--- config.mk ---
export PLATFORM = sky130hd
export DESIGN_NAME = nn_step_scheduler
export DESIGN_NICKNAME = d
export VERILOG_FILES = /design/src/rtl/nn_step_scheduler_pkg.sv /design/src/rtl/nn_step_scheduler_arb.sv /design/src/rtl/nn_step_scheduler.sv
export SDC_FILE = /design/constraint.sdc
export NUM_CORES = 1
export LEC_CHECK = 0
export ABC_CLOCK_PERIOD_IN_PS = 3000
export BUFFER_PORTS_ARGS = -buffer_cell sky130_fd_sc_hd__buf_2
export CAP_MARGIN = 0
export CORE_AREA = 10 10 73 75
export DETAILED_ROUTE_END_ITERATION = 12
export DIE_AREA = 0 0 83 85
export PLACE_DENSITY = 0.67
export SLEW_MARGIN = 15
export SYNTH_ARGS = -nofsm -noshare
export SYNTH_HDL_FRONTEND = slang
export SYNTH_HIERARCHICAL = 1
export SYNTH_SLANG_ARGS = --single-unit
export TNS_END_PERCENT = 1
--- constraint.sdc ---
create_clock -name clk -period 3 [get_ports clk]
set_clock_uncertainty 0.05 [all_clocks]
set_input_delay 0.6 -clock clk [delete_from_list [all_inputs] [get_ports clk]]
set_output_delay 0.6 -clock clk [all_outputs]
set_load 0.02 [all_outputs]
--- src/rtl/nn_step_scheduler_pkg.sv ---
// Shared types and constants for the neural-navigator step scheduler.
// Used by nn_step_scheduler and nn_rr_arbiter.
// The optional watchdog is controlled by the NN_SCHED_WATCHDOG_EN macro.
package nn_sched_pkg;

    typedef enum logic [1:0] {
        IDLE = 2'd0,
        RUN  = 2'd1,
        DONE = 2'd2
    } sched_state_t;

    localparam int NUM_STEPS_DEF = 38;
    localparam int STEP_W_DEF    = 9;

    // A length of zero, or one beyond the maximum, runs the full phase sequence.
    function automatic int unsigned clamp_len(input int unsigned len,
                                              input int unsigned max_len = NUM_STEPS_DEF);
        if (len == 0 || len > max_len)
            return max_len;
        return len;
    endfunction

endpackage

--- src/rtl/nn_step_scheduler_arb.sv ---
// Combinational round-robin picker for nn_step_scheduler.
// Returns the first active requester at or after the pointer, wrapping around.
// The pointer register is held by the parent.
module nn_rr_arbiter
    import nn_sched_pkg::*;
#(
    parameter int NUM_REQ = 2,
    parameter int PTR_W   = $clog2(NUM_REQ)
) (
    input  logic [NUM_REQ-1:0] i_req,
    input  logic [PTR_W-1:0]   i_ptr,
    output logic [NUM_REQ-1:0] o_grant,
    output logic [PTR_W-1:0]   o_idx,
    output logic               o_any_req
);

    logic             w_found;
    logic [PTR_W-1:0] w_cand;

    // Add an offset to the pointer and wrap the result modulo NUM_REQ.
    function automatic int wrap_idx(input logic [PTR_W-1:0] p, input int k);
        int s;
        s = int'(p) + k;
        if (s >= NUM_REQ)
            s = s - NUM_REQ;
        return s;
    endfunction

    // Scan the requesters in priority order, starting at the pointer.
    always_comb begin
        o_grant = '0;
        o_idx   = '0;
        w_found = 1'b0;
        w_cand  = '0;
        for (int k = 0; k < NUM_REQ; k++) begin
            w_cand = PTR_W'(wrap_idx(i_ptr, k));
            if (!w_found && i_req[w_cand]) begin
                w_found         = 1'b1;
                o_grant[w_cand] = 1'b1;
                o_idx           = w_cand;
            end
        end
    end

    assign o_any_req = |i_req;

endmodule

--- src/rtl/nn_step_scheduler.sv ---
// Step scheduler for the 38-step neural-navigator phase sequence.
// It grants the shared sequencer to one requester at a time, walks the job through
// its steps with a valid/ready handshake, and then reports done or aborted.
// Optional watchdog: define NN_SCHED_WATCHDOG_EN to abort a job that has stalled
// for TIMEOUT_CYC cycles.
module nn_step_scheduler
    import nn_sched_pkg::*;
#(
    parameter int NUM_STEPS   = NUM_STEPS_DEF,
    parameter int STEP_W      = STEP_W_DEF,
    parameter int NUM_REQ     = 2,
    parameter int TIMEOUT_CYC = 255
) (
    input  logic                      clk,
    input  logic                      rst_n,
    input  logic [NUM_REQ-1:0]        req,
    input  logic [NUM_REQ*STEP_W-1:0] req_len,
    input  logic                      abort,
    output logic [NUM_REQ-1:0]        grant,
    output logic                      busy,
    output logic [STEP_W-1:0]         step_idx,
    output logic                      step_valid,
    input  logic                      step_ready,
    output logic                      done,
    output logic                      aborted,
    output logic                      timeout
);

    localparam int PTR_W = $clog2(NUM_REQ);

    sched_state_t        r_state;
    logic [NUM_REQ-1:0]  r_grant;
    logic                r_busy;
    logic [STEP_W-1:0]   r_step;
    logic                r_valid;
    logic                r_done;
    logic                r_aborted;
    logic                r_timeout;
    logic [PTR_W-1:0]    r_ptr;
    logic [PTR_W-1:0]    r_owner;
    logic [STEP_W-1:0]   r_len;

    logic [NUM_REQ-1:0]  w_arb_grant;
    logic [PTR_W-1:0]    w_arb_idx;
    logic                w_any_req;
    logic [STEP_W-1:0]   w_len_sel;
    logic [STEP_W-1:0]   w_len_clamped;
    logic                w_start;
    logic                w_handshake;
    logic                w_last;
    logic                w_abort;
    logic                w_wd_fire;
    logic [PTR_W-1:0]    w_owner_next;

    nn_rr_arbiter #(
        .NUM_REQ (NUM_REQ),
        .PTR_W   (PTR_W)
    ) u_arb (
        .i_req     (req),
        .i_ptr     (r_ptr),
        .o_grant   (w_arb_grant),
        .o_idx     (w_arb_idx),
        .o_any_req (w_any_req)
    );

    // A global abort in IDLE blocks arbitration for that cycle.
    assign w_start       = (r_state == IDLE) && w_any_req && !abort;
    assign w_len_sel     = req_len[int'(w_arb_idx)*STEP_W +: STEP_W];
    assign w_len_clamped = STEP_W'(clamp_len(32'(w_len_sel), 32'(NUM_STEPS)));

    assign w_handshake   = r_valid && step_ready;
    assign w_last        = (r_step == r_len - 1'b1);
    // Abort sources, evaluated only while a job is running.
    assign w_abort       = abort || !req[r_owner] || w_wd_fire;
    assign w_owner_next  = (r_owner == PTR_W'(NUM_REQ-1)) ? '0 : r_owner + 1'b1;

`ifdef NN_SCHED_WATCHDOG_EN
    localparam int WD_W = $clog2(TIMEOUT_CYC + 1);

    logic [WD_W-1:0] r_wd;

    // Count consecutive stalled cycles of the current step. The count clears outside RUN.
    always_ff @(posedge clk or negedge rst_n) begin
        if (!rst_n)
            r_wd <= '0;
        else if (r_state != RUN || w_handshake)
            r_wd <= '0;
        else if (r_valid)
            r_wd <= r_wd + 1'b1;
    end

    // Fire on the stalled cycle that brings the count to TIMEOUT_CYC.
    assign w_wd_fire = (r_state == RUN) && r_valid && !step_ready &&
                       (r_wd == WD_W'(TIMEOUT_CYC - 1));
`else
    assign w_wd_fire = 1'b0;
`endif

    // Capture the owner and its clamped length when a job is granted. Changes to req_len later are ignored.
    always_ff @(posedge clk) begin
        if (w_start) begin
            r_owner <= w_arb_idx;
            r_len   <= w_len_clamped;
        end
    end

    // Main control FSM. All outputs are registered here.
    always_ff @(posedge clk or negedge rst_n) begin
        if (!rst_n) begin
            r_state   <= IDLE;
            r_grant   <= '0;
            r_busy    <= 1'b0;
            r_step    <= '0;
            r_valid   <= 1'b0;
            r_done    <= 1'b0;
            r_aborted <= 1'b0;
            r_timeout <= 1'b0;
            r_ptr     <= '0;
        end else begin
            r_done    <= 1'b0;
            r_aborted <= 1'b0;
            r_timeout <= 1'b0;
            case (r_state)
                IDLE: begin
                    if (w_start) begin
                        r_state <= RUN;
                        r_grant <= w_arb_grant;
                        r_busy  <= 1'b1;
                        r_step  <= '0;
                        r_valid <= 1'b1;
                    end
                end
                RUN: begin
                    if (w_abort) begin
                        // Abort takes priority over a final handshake in the same cycle.
                        r_state   <= IDLE;
                        r_grant   <= '0;
                        r_busy    <= 1'b0;
                        r_step    <= '0;
                        r_valid   <= 1'b0;
                        r_aborted <= 1'b1;
                        r_timeout <= w_wd_fire;
                        r_ptr     <= w_owner_next;
                    end else if (w_handshake) begin
                        if (w_last) begin
                            r_state <= DONE;
                            r_valid <= 1'b0;
                            r_done  <= 1'b1;
                        end else begin
                            r_step <= r_step + 1'b1;
                        end
                    end
                end
                DONE: begin
                    r_state <= IDLE;
                    r_grant <= '0;
                    r_busy  <= 1'b0;
                    r_step  <= '0;
                    r_ptr   <= w_owner_next;
                end
                default: begin
                    r_state <= IDLE;
                    r_grant <= '0;
                    r_busy  <= 1'b0;
                    r_step  <= '0;
                    r_valid <= 1'b0;
                end
            endcase
        end
    end

    assign grant      = r_grant;
    assign busy       = r_busy;
    assign step_idx   = r_step;
    assign step_valid = r_valid;
    assign done       = r_done;
    assign aborted    = r_aborted;
    assign timeout    = r_timeout;

endmodule

==> results of run 1 <==
==> metrics by stage <==
step	total power [mW]	area [um^2]	hold WS [ns]	utilization, %
4_1_cts	0.8773	2066	0.1973	52.78
3_5_place_dp	0.6120	1999	0.4195	51.09
5_1_grt	0.9166	2066	0.2090	52.78
3_3_place_gp	0.6109	1999	0.4105	51.09
2_1_floorplan	0.5520	1732	0.2544	-
6_report	0.8684	2066	0.1808	52.78
==> worst max-delay path by stage <==
stage / from / end / slack [ns] / cells past startpoint
global route: r_len[0] / step_idx[5] / 0.009 / 9
finish: r_len[0] / step_idx[7] / 0.27 / 9
detailed placement: r_len[0] / step_idx[7] / 0.28 / 9
CTS: r_len[0] / step_idx[7] / 0.24 / 9
global placement: r_len[0] / step_idx[7] / 0.35 / 9
floorplan: r_len[0] / step_idx[5] / 0.49 / 9
==> worst register-to-register path: cells and delay by family (launching register included) <==
family | cells | cell delay (ns)
buffers and inverters | 1 | 0.09
and+or+nand+nor | 4 | 0.95
adders and majority gates | 1 | 0.28
AOI/OAI and AO/OA | 2 | 0.70
xor gates and xnor gates | 1 | 0.10
DFF | 1 | 0.46
==> synthesized netlist by cell type (3+ instances only) <==
cell	number	share of area (%)
a21boi_1	4	1.7
xor2_1	3	1.5
edfxtp_1	10	17
or4_1	8	3.5
nand2_1	17	3.7
nor2_1	9	2.0
dfrtp_1	18	26
inv_1	7	1.5
o211ai_1	7	3.1
nand3_1	9	2.6
nor3_1	7	2.0
mux2i_1	8	4.7
and3_1	3	1.1
nand2b_1	3	1.1
xnor2_1	5	2.5
nor4_1	3	1.1
or2_2	3	1.1
a21oi_1	6	1.7
==> flip-flops by register name, summed over array words and instances, names as in the netlist <==
register and cells:
r_owner 1, step_valid 1, grant 2, done 1
r_state 2, busy 1, r_len 9, step_idx 9
r_ptr 1, aborted 1
==> power by group <==
part	leakage, nW	switching, mW	total [mW]	internal [mW]
sequential	0.331	0.0190	0.441	0.422
clock	0.0339	0.120	0.266	0.145
combinational	0.537	0.0946	0.161	0.0668
==> metal layers <==
layer  up-vias  share of wire [%]  GRT usage [%]
met1       653                 47          13.28
met2        37                 46          17.77
met4         0                1.3          4.954
li1        743                  -              -
met5         -                  0              0
met3         4                5.4          2.199
==> layout make-up <==
type / instances / area share, %
multi-input cells: 136 / 45.49
clock buffers: 4 / 3.210
repair buffers: 42 / 10.66
well taps: 50 / 3.028
inverters: 7 / 1.272
flip-flops and latches: 28 / 36.34
==> logic make-up after synthesis <==
group	after synthesis
AO/OA/AOI/OAI	37
XOR/XNOR	8
adder cells (fa/ha/maj)	2
buffers and inverters	11
flip-flops	28
multiplexers	8
other	1
AND/OR/NAND/NOR	77
==> repair_timing <==
action,in CTS,in global routing
buffers inserted,0,0
endpoints found under the setup margin,0,1
endpoints found under the hold margin,0,0
hold buffers,0,0
==> impl_metrics.csv, run 1 <==
group,metric,value,unit
layout,num_antenna_cells,0,
yosys,synth_compound_area_share,16.95,%
clock_network,clkLatencyLatePin,0.28,ns
sta,tightest_slew,0.5602,ns
setup_path,cp-start-kind,"flop",
setup_path,crit_chain,"inv_1, ha_1, nor4b_2, xnor2_1, or4_1, a221o_1, o2111ai_2, or4_1, nand3_1",
place,dp_cells,263,
sta,tns,0,ns
layout,syn_to_final_growth,20.07,%
setup_path,cpPeakStageDelay,0.46,ns
layout,filler_cell_count,383,
layout,layout_common_cells,"38 x buf_2, 18 x dfrtp_1, 17 x nand2_1",
power,p_leak,0.9024,nW
yosys,synth-main-ff-cell,"dfrtp_1",
setup_path,timing.rr.start,"r_len[0]",
place,pre_cts_ws,0.2831,ns
yosys,yosysWarnings,6,
layout,final_common_cell,"buf_2",
power,power.density,420.4,nW/um^2
routing,postRouteAntennaNets,0,
yosys,synthAdderAreaFrac,1.455,%
clock_network,htree_levels,1,
sta,fin_ws,0.2651,ns
yosys,synthCells,172,
yosys,synth-seq-area-share,43.64,%
floorplanning,die_y,85,um
routing,post_drt_wl_per_cell,13.88,um
setup_path,crit_buf_inv,1,
global_routing,grt_overflow_total,0,
routing,initialDrtViolationCount,64,
floorplanning,ios,40,
clock_network,tritoncts,"built",
layout,final_cells,267,
global_routing,antenna_found_initial,0,
clock_network,root_buffer,"clkbuf_8",
floorplanning,dieArea,7055,um^2
setup_path,cpMostUsedCell,"or4_1",
place,port_buffers,38,
setup_path,rr_endpoint,"step_idx[7]",
yosys,avgSynthCellArea,10.00,um^2
sta,fmaxAchievable,365.6,MHz
setup_path,rr_worst_depth,9,
floorplanning,placementRows,23,
setup_path,crit_family,"simple AND/OR/NAND/NOR gates",
sta,slew-limit-headroom,62.18,%
layout,nets,244,
routing,drcViolationCount,0,
yosys,ys_ff_latch,28,
setup_path,crit_type,"flop to flop",
routing,avgViaCountPerCell,5.382,
sta,fin_crit_sh,91.16,%
layout,regArea,750.7,um^2
power,ir_drop,0.2196,mV
global_routing,grt_start_max_net_pins,19,
yosys,synth_cell_types,54,
layout,layout-drive-gt1-share,26.73,%
clock_network,ctsResizeCount,0,
routing,drtPass1Iterations,4,
place,routabilityCongestion,0.8218,
clock_network,clk_pin_slew,0.10,ns
setup_path,cp_slowest_cell,"edfxtp_1",
floorplanning,dieWidth,83,um
clock_network,cts_inserted_buffers,3,
floorplanning,core-area,3914,um^2
yosys,async_flop_share,64.29,%
layout,multi_input_area,939.7,um^2
global_routing,grt_pass1_wl,6.555,mm
sta,setup_viol,0,
clock_network,cts.sink_count,28,
sta,rsz0062_at_grt,"false",
setup_path,rrSetupSlack,0.27,ns
yosys,synth-xor-area-share,4.073,%
global_routing,grt_usage,10.80,%
clock_network,cts_max_path_buffers,2,
yosys,synth_edf_count,10,
min_path,hp-class,"input port to async pin",
setup_path,crit_fanout,8,
status,outcome,"finished, final reports clean",
sta,drv_slew,0,
setup_path,endpoint_kind,"flop",
routing,vias,1437,
setup_path,required,3.12,ns
setup_path,cp_data_arrival_time,2.85,ns
yosys,netlist_area,1720,um^2
yosys,synthMuxAreaShare,4.655,%
global_routing,grt_pass1_vias,1447,
sta,final_hold_viol_count,0,
routing,totalWireLength,3.705,mm
yosys,yosys.area_share.simple,26.33,%
place,hpwl,2.951,mm
floorplanning,initial_core_util,43.96,%
sta,min_period,2.735,ns
run,cap_violations,0,
yosys,synth_top_family_by_area,"simple AND/OR/NAND/NOR gates",
(Power assumes the default switching activity.)
==> run 2: changes to the inputs <==
--- a/config.mk
+++ b/config.mk
@@ -11,6 +11,7 @@
 export CORE_AREA = 10 10 73 75
 export DETAILED_ROUTE_END_ITERATION = 12
 export DIE_AREA = 0 0 83 85
+export MAX_ROUTING_LAYER = met4
 export PLACE_DENSITY = 0.67
 export SLEW_MARGIN = 15
 export SYNTH_ARGS = -nofsm -noshare
==> run 2 against run 1 <==
  * Combinational power is essentially flat
  * Fmax is essentially flat
  * Cell count stayed put
  * Sequential cell count did not move
  * Global-route usage rose by 0.29 points
  * Register-to-register slack hardly changed
  * First-iteration DRC count is 1.6% higher
  * Hold slack better by 0.0012 ns
  * Cell area did not move
  * Die area unchanged
  * Via count hardly changed
  * Highest routed layer unchanged
==> impl_metrics.csv, run 2 (synthesis results as in run 1) <==
group,metric,value,unit
sta,min_period,2.735,ns
setup_path,endpoint_kind,"flop",
place,placed_area,1999,um^2
setup_path,crit_type,"flop to flop",
sta,final_hold_viol_count,0,
setup_path,cpPeakStageDelay,0.46,ns
clock_network,tritoncts,"built",
sta,fin_crit_sh,91.16,%
global_routing,grt_usage,11.10,%
power,clock_power_share,30.6,%
routing,vias,1436,
clock_network,cts.sink_count,28,
global_routing,grt_pass1_wl,6.541,mm
clock_network,ctsResizeCount,0,
status,outcome,"finished, final reports clean",
routing,postRouteAntennaNets,0,
place,routabilityCongestion,0.8341,
setup_path,cp_data_arrival_time,2.85,ns
sta,tightest_slew,0.5602,ns
setup_path,required,3.12,ns
global_routing,grt_overflow_total,0,
floorplanning,core-area,3914,um^2
power,p_switching,233.4,uW
floorplanning,ios,40,
place,port_buffers,38,
floorplanning,die_y,85,um
place,hpwl,2.951,mm
sta,fmaxAchievable,365.7,MHz
clock_network,clkLatencyLatePin,0.28,ns
global_routing,grt_pass1_vias,1451,
layout,syn_to_final_growth,20.07,%
power,pwr-share-comb,18.6,%
layout,layout-drive-gt1-share,26.73,%
clock_network,postCtsSetupRepairBufs,0,
setup_path,cpMostUsedCell,"or4_1",
power,switching_share,26.89,%
setup_path,crit_buf_inv,1,
setup_path,cp_slowest_cell,"edfxtp_1",
setup_path,cp-start-kind,"flop",
sta,tns,0,ns
power,p_seq_share,50.8,%
sta,drv_slew,0,
sta,setup_viol,0,
routing,post_drt_wl_per_cell,13.86,um
power,power.internal,634.6,uW
global_routing,grt_start_max_net_pins,19,
floorplanning,dieWidth,83,um
routing,totalWireLength,3.700,mm
setup_path,crit_chain,"inv_1, ha_1, nor4b_2, xnor2_1, or4_1, a221o_1, o2111ai_2, or4_1, nand3_1",
floorplanning,placementRows,23,
routing,initialDrtViolationCount,65,
routing,avgViaCountPerCell,5.378,
layout,layout_common_cells,"38 x buf_2, 18 x dfrtp_1, 17 x nand2_1",
sta,slew-limit-headroom,62.18,%
power,ir_drop,0.2193,mV
clock_network,clk_pin_slew,0.10,ns
clock_network,root_buffer,"clkbuf_8",
floorplanning,dieArea,7055,um^2
clock_network,ctsHoldBuffers,0,
layout,postLayoutCoreUtil,52.78,%
layout,nets,244,
power,power.density,420.2,nW/um^2
clock_network,cts_max_path_buffers,2,
min_path,hp-class,"input port to async pin",
floorplanning,initial_core_util,43.96,%
power,p_leak,0.9024,nW
layout,fin_area,2066,um^2
sta,rsz0062_at_grt,"false",
layout,num_antenna_cells,0,
routing,drtPass1Iterations,4,
global_routing,antenna_found_initial,0,
routing,drcViolationCount,0,
power,finalPower,868.0,uW
clock_network,cts_inserted_buffers,3,
clock_network,htree_levels,1,
setup_path,crit_fanout,8,
run,cap_violations,0,
setup_path,crit_family,"simple AND/OR/NAND/NOR gates",
layout,final_common_cell,"buf_2",
layout,filler_cell_count,383,
run 2: worst paths after layout:
kind | startpoint | depth (start not counted) | endpoint | slack [ns]
max | r_len[0] | 9 | step_idx[7] | 0.27
min | rst_n | 1 | step_idx[3] | 0.18
max in group asynchronous | rst_n | 1 | step_idx[1] | 2.44
min reg2reg | busy | 1 | busy | 0.44
max reg2reg | r_len[0] | 9 | step_idx[7] | 0.27
min in group clk | busy | 1 | busy | 0.44
run 2: routing by layer:
metal	global-route usage, %	vias to the layer above	routed length, um	share of wire, %
li1	-	743	-	-
met1	13.50	652	1776	48
met2	17.77	37	1715	46
met3	1.721	4	159	4.3
met4	4.954	0	48	1.3
met5	-	-	0	0
run 2: stage by stage:
| step | setup slack (ns) | hold WS (ns) | std cells |
|---|---|---|---|
| floorplan | 0.4924 | 0.2544 | 175 |
| global placement | 0.3452 | 0.4105 | 263 |
| detailed placement | 0.2831 | 0.4195 | 263 |
| CTS | 0.2376 | 0.1973 | 267 |
| global route | 0.009305 | 0.2090 | 267 |
| finish | 0.2651 | 0.1820 | 267 |
run 2: final cells by class:
type	instances	area [um^2]	area share [%]
Multi-Input combinational cell	136	939.7	45.49
Sequential cell	28	750.7	36.34
Timing Repair Buffer	42	220.2	10.66
Clock buffer	4	66.31	3.210
Tap cell	50	62.56	3.028
Inverter	7	26.28	1.272
run 2: power groups by stage:
stage          logic [mW]  clock network [mW]  registers, mW
2_1_floorplan      0.0916                   0          0.460
3_3_place_gp        0.162                   0          0.449
3_5_place_dp        0.163                   0          0.449
4_1_cts             0.164               0.272          0.441
5_1_grt             0.182               0.289          0.446
6_report            0.161               0.265          0.441
==> run 3: changes to the inputs <==
--- a/config.mk
+++ b/config.mk
@@ -8,9 +8,9 @@
 export ABC_CLOCK_PERIOD_IN_PS = 3000
 export BUFFER_PORTS_ARGS = -buffer_cell sky130_fd_sc_hd__buf_2
 export CAP_MARGIN = 0
-export CORE_AREA = 10 10 73 75
+export CORE_AREA = 10 10 77 72
 export DETAILED_ROUTE_END_ITERATION = 12
-export DIE_AREA = 0 0 83 85
+export DIE_AREA = 0 0 87 82
 export MAX_ROUTING_LAYER = met4
 export PLACE_DENSITY = 0.67
 export SLEW_MARGIN = 15
==> run 3 against run 2 <==
  * Combinational power decreased by 2%
  * Highest routed layer unchanged
  * Critical endpoint is now step_idx[4]
  * Largest power group unchanged
  * Core utilization decreased by 1.1 points
  * Total power increased by 2.5%
==> impl_metrics.csv, run 3 (synthesis results as in run 1) <==
group,metric,value,unit
layout,num_antenna_cells,0,
sta,tns,0,ns
layout,multi_input_area,948.4,um^2
setup_path,required,3.11,ns
sta,min_period,2.674,ns
setup_path,crit_fanout,8,
floorplanning,core-area,3991,um^2
sta,rsz0062_at_grt,"false",
clock_network,clk_pin_slew,0.09,ns
sta,hold_slack,0.1940,ns
sta,fin_ws,0.3264,ns
clock_network,htree_levels,1,
status,outcome,"finished, final reports clean",
layout,layout_common_cells,"38 x buf_2, 18 x dfrtp_1, 17 x nand2_1",
layout,syn_to_final_growth,19.85,%
sta,final_hold_viol_count,0,
clock_network,clkLatencyLatePin,0.27,ns
routing,drcViolationCount,0,
setup_path,rr_endpoint,"step_idx[4]",
routing,initialDrtViolationCount,57,
setup_path,crit_type,"flop to flop",
layout,final_cells,263,
sta,fin_crit_sh,89.12,%
place,pre_cts_ws,0.3048,ns
routing,drtPass1Iterations,4,
setup_path,endpoint,"step_idx[4]",
setup_path,cp-start-kind,"flop",
floorplanning,dieArea,7134,um^2
floorplanning,ios,40,
global_routing,grt_overflow_total,0,
setup_path,cpPeakStageDelay,0.46,ns
clock_network,postCtsSetupRepairBufs,0,
routing,totalWireLength,3.810,mm
place,hpwl,3.026,mm
layout,regArea,750.7,um^2
layout,filler_cell_count,360,
place,dp_cells,259,
global_routing,grt_start_max_net_pins,19,
global_routing,grt_usage,12.01,%
setup_path,rrSetupSlack,0.33,ns
floorplanning,die_y,82,um
setup_path,cp_slowest_cell,"edfxtp_1",
setup_path,cpMostUsedCell,"or4_1",
layout,final_common_cell,"buf_2",
setup_path,timing.rr.start,"r_len[0]",
routing,postRouteAntennaNets,0,
setup_path,rr_worst_depth,9,
routing,avgViaCountPerCell,5.487,
routing,post_drt_wl_per_cell,14.49,um
routing,vias,1443,
floorplanning,placementRows,22,
sta,setup_viol,0,
setup_path,crit_chain,"inv_1, ha_1, nor4b_4, xnor2_1, or4_1, a221o_1, o211ai_4, or4_1, nand3_1",
place,routabilityCongestion,0.8167,
clock_network,tritoncts,"built",
global_routing,antenna_found_initial,0,
global_routing,grt_pass1_vias,1532,
sta,slew-limit-headroom,32.84,%
min_path,hp-class,"input port to async pin",
global_routing,grt_pass1_wl,6.893,mm
sta,drv_slew,0,
run,cap_violations,0,
clock_network,cts_inserted_buffers,3,
sta,fmaxAchievable,374.0,MHz
power,power.density,431.4,nW/um^2
layout,nets,242,
clock_network,cts_max_path_buffers,2,
place,port_buffers,38,
layout,layout-drive-gt1-share,26.05,%
setup_path,cp_data_arrival_time,2.78,ns
setup_path,cp-startpoint,"r_len[0]",
sta,tightest_slew,1.002,ns
clock_network,cts.sink_count,28,
floorplanning,dieWidth,87,um
clock_network,root_buffer,"clkbuf_8",
setup_path,endpoint_kind,"flop",
power,finalPower,889.6,uW
power,ir_drop,0.2089,mV
power,p_leak,0.8979,nW
floorplanning,initial_core_util,43.10,%
run 3: cell types whose count changed in the layout (fill, tap and decap cells not counted), sizes merged:
cell,delta
buf,-2
bufinv,+1
clkbuf,-1
run 3: final cells by class:
cell class / instances / area share, %
multi-input combinational: 136 / 46.00
sequential: 28 / 36.41
timing repair buffer: 40 / 9.951
tap: 48 / 2.913
clock buffer: 3 / 2.002
clock inverter: 1 / 1.456
inverter: 7 / 1.274
run 3: power by group:
part | internal, mW | leakage [nW] | switching [mW]
combinational | 0.0637 | 0.531 | 0.0933
clock | 0.179 | 0.0357 | 0.111
sequential | 0.423 | 0.331 | 0.0202
total | 0.665 | 0.898 | 0.225
run 3: worst min path at each step:
| stage | start | to | cells past startpoint |
|---|---|---|---|
| floorplan | rst_n | aborted | 0 |
| global placement | busy | busy | 1 |
| detailed placement | busy | busy | 1 |
| CTS | rst_n | step_idx[4] | 1 |
| global route | rst_n | busy | 1 |
| finish | rst_n | step_idx[4] | 1 |
run 3: critical path: cells and delay by family, from the launching register on:
kind	cells	cell delay, ns
buffers and inverters	1	0.09
AOI/OAI and AO/OA	2	0.70
and+or+nand+nor	4	0.89
DFF	1	0.46
adders and majority gates	1	0.27
xor gates and xnor gates	1	0.10
run 3: stage by stage:
| stage | instance area [um^2] | util [%] |
|---|---|---|
| 2_1_floorplan | 1732 | - |
| 5_1_grt | 2062 | 51.66 |
| 3_5_place_dp | 1982 | 49.66 |
| 4_1_cts | 2053 | 51.44 |
| 6_report | 2062 | 51.66 |
| 3_3_place_gp | 1982 | 49.66 |
run 3: routing by layer:
layer,wire length (um),share of wire [%],GRT usage (%)
met4,34,0.89,3.398
met2,1726,45,18.89
met1,1831,48,15.05
met5,0,0,-
met3,219,5.7,2.868
run 3: timing repair:
action	4_1_cts	5_1_grt
hold endpoints to repair	0	0
hold buffers	0	0
gates resized for setup	0	1
setup endpoints to repair	0	1
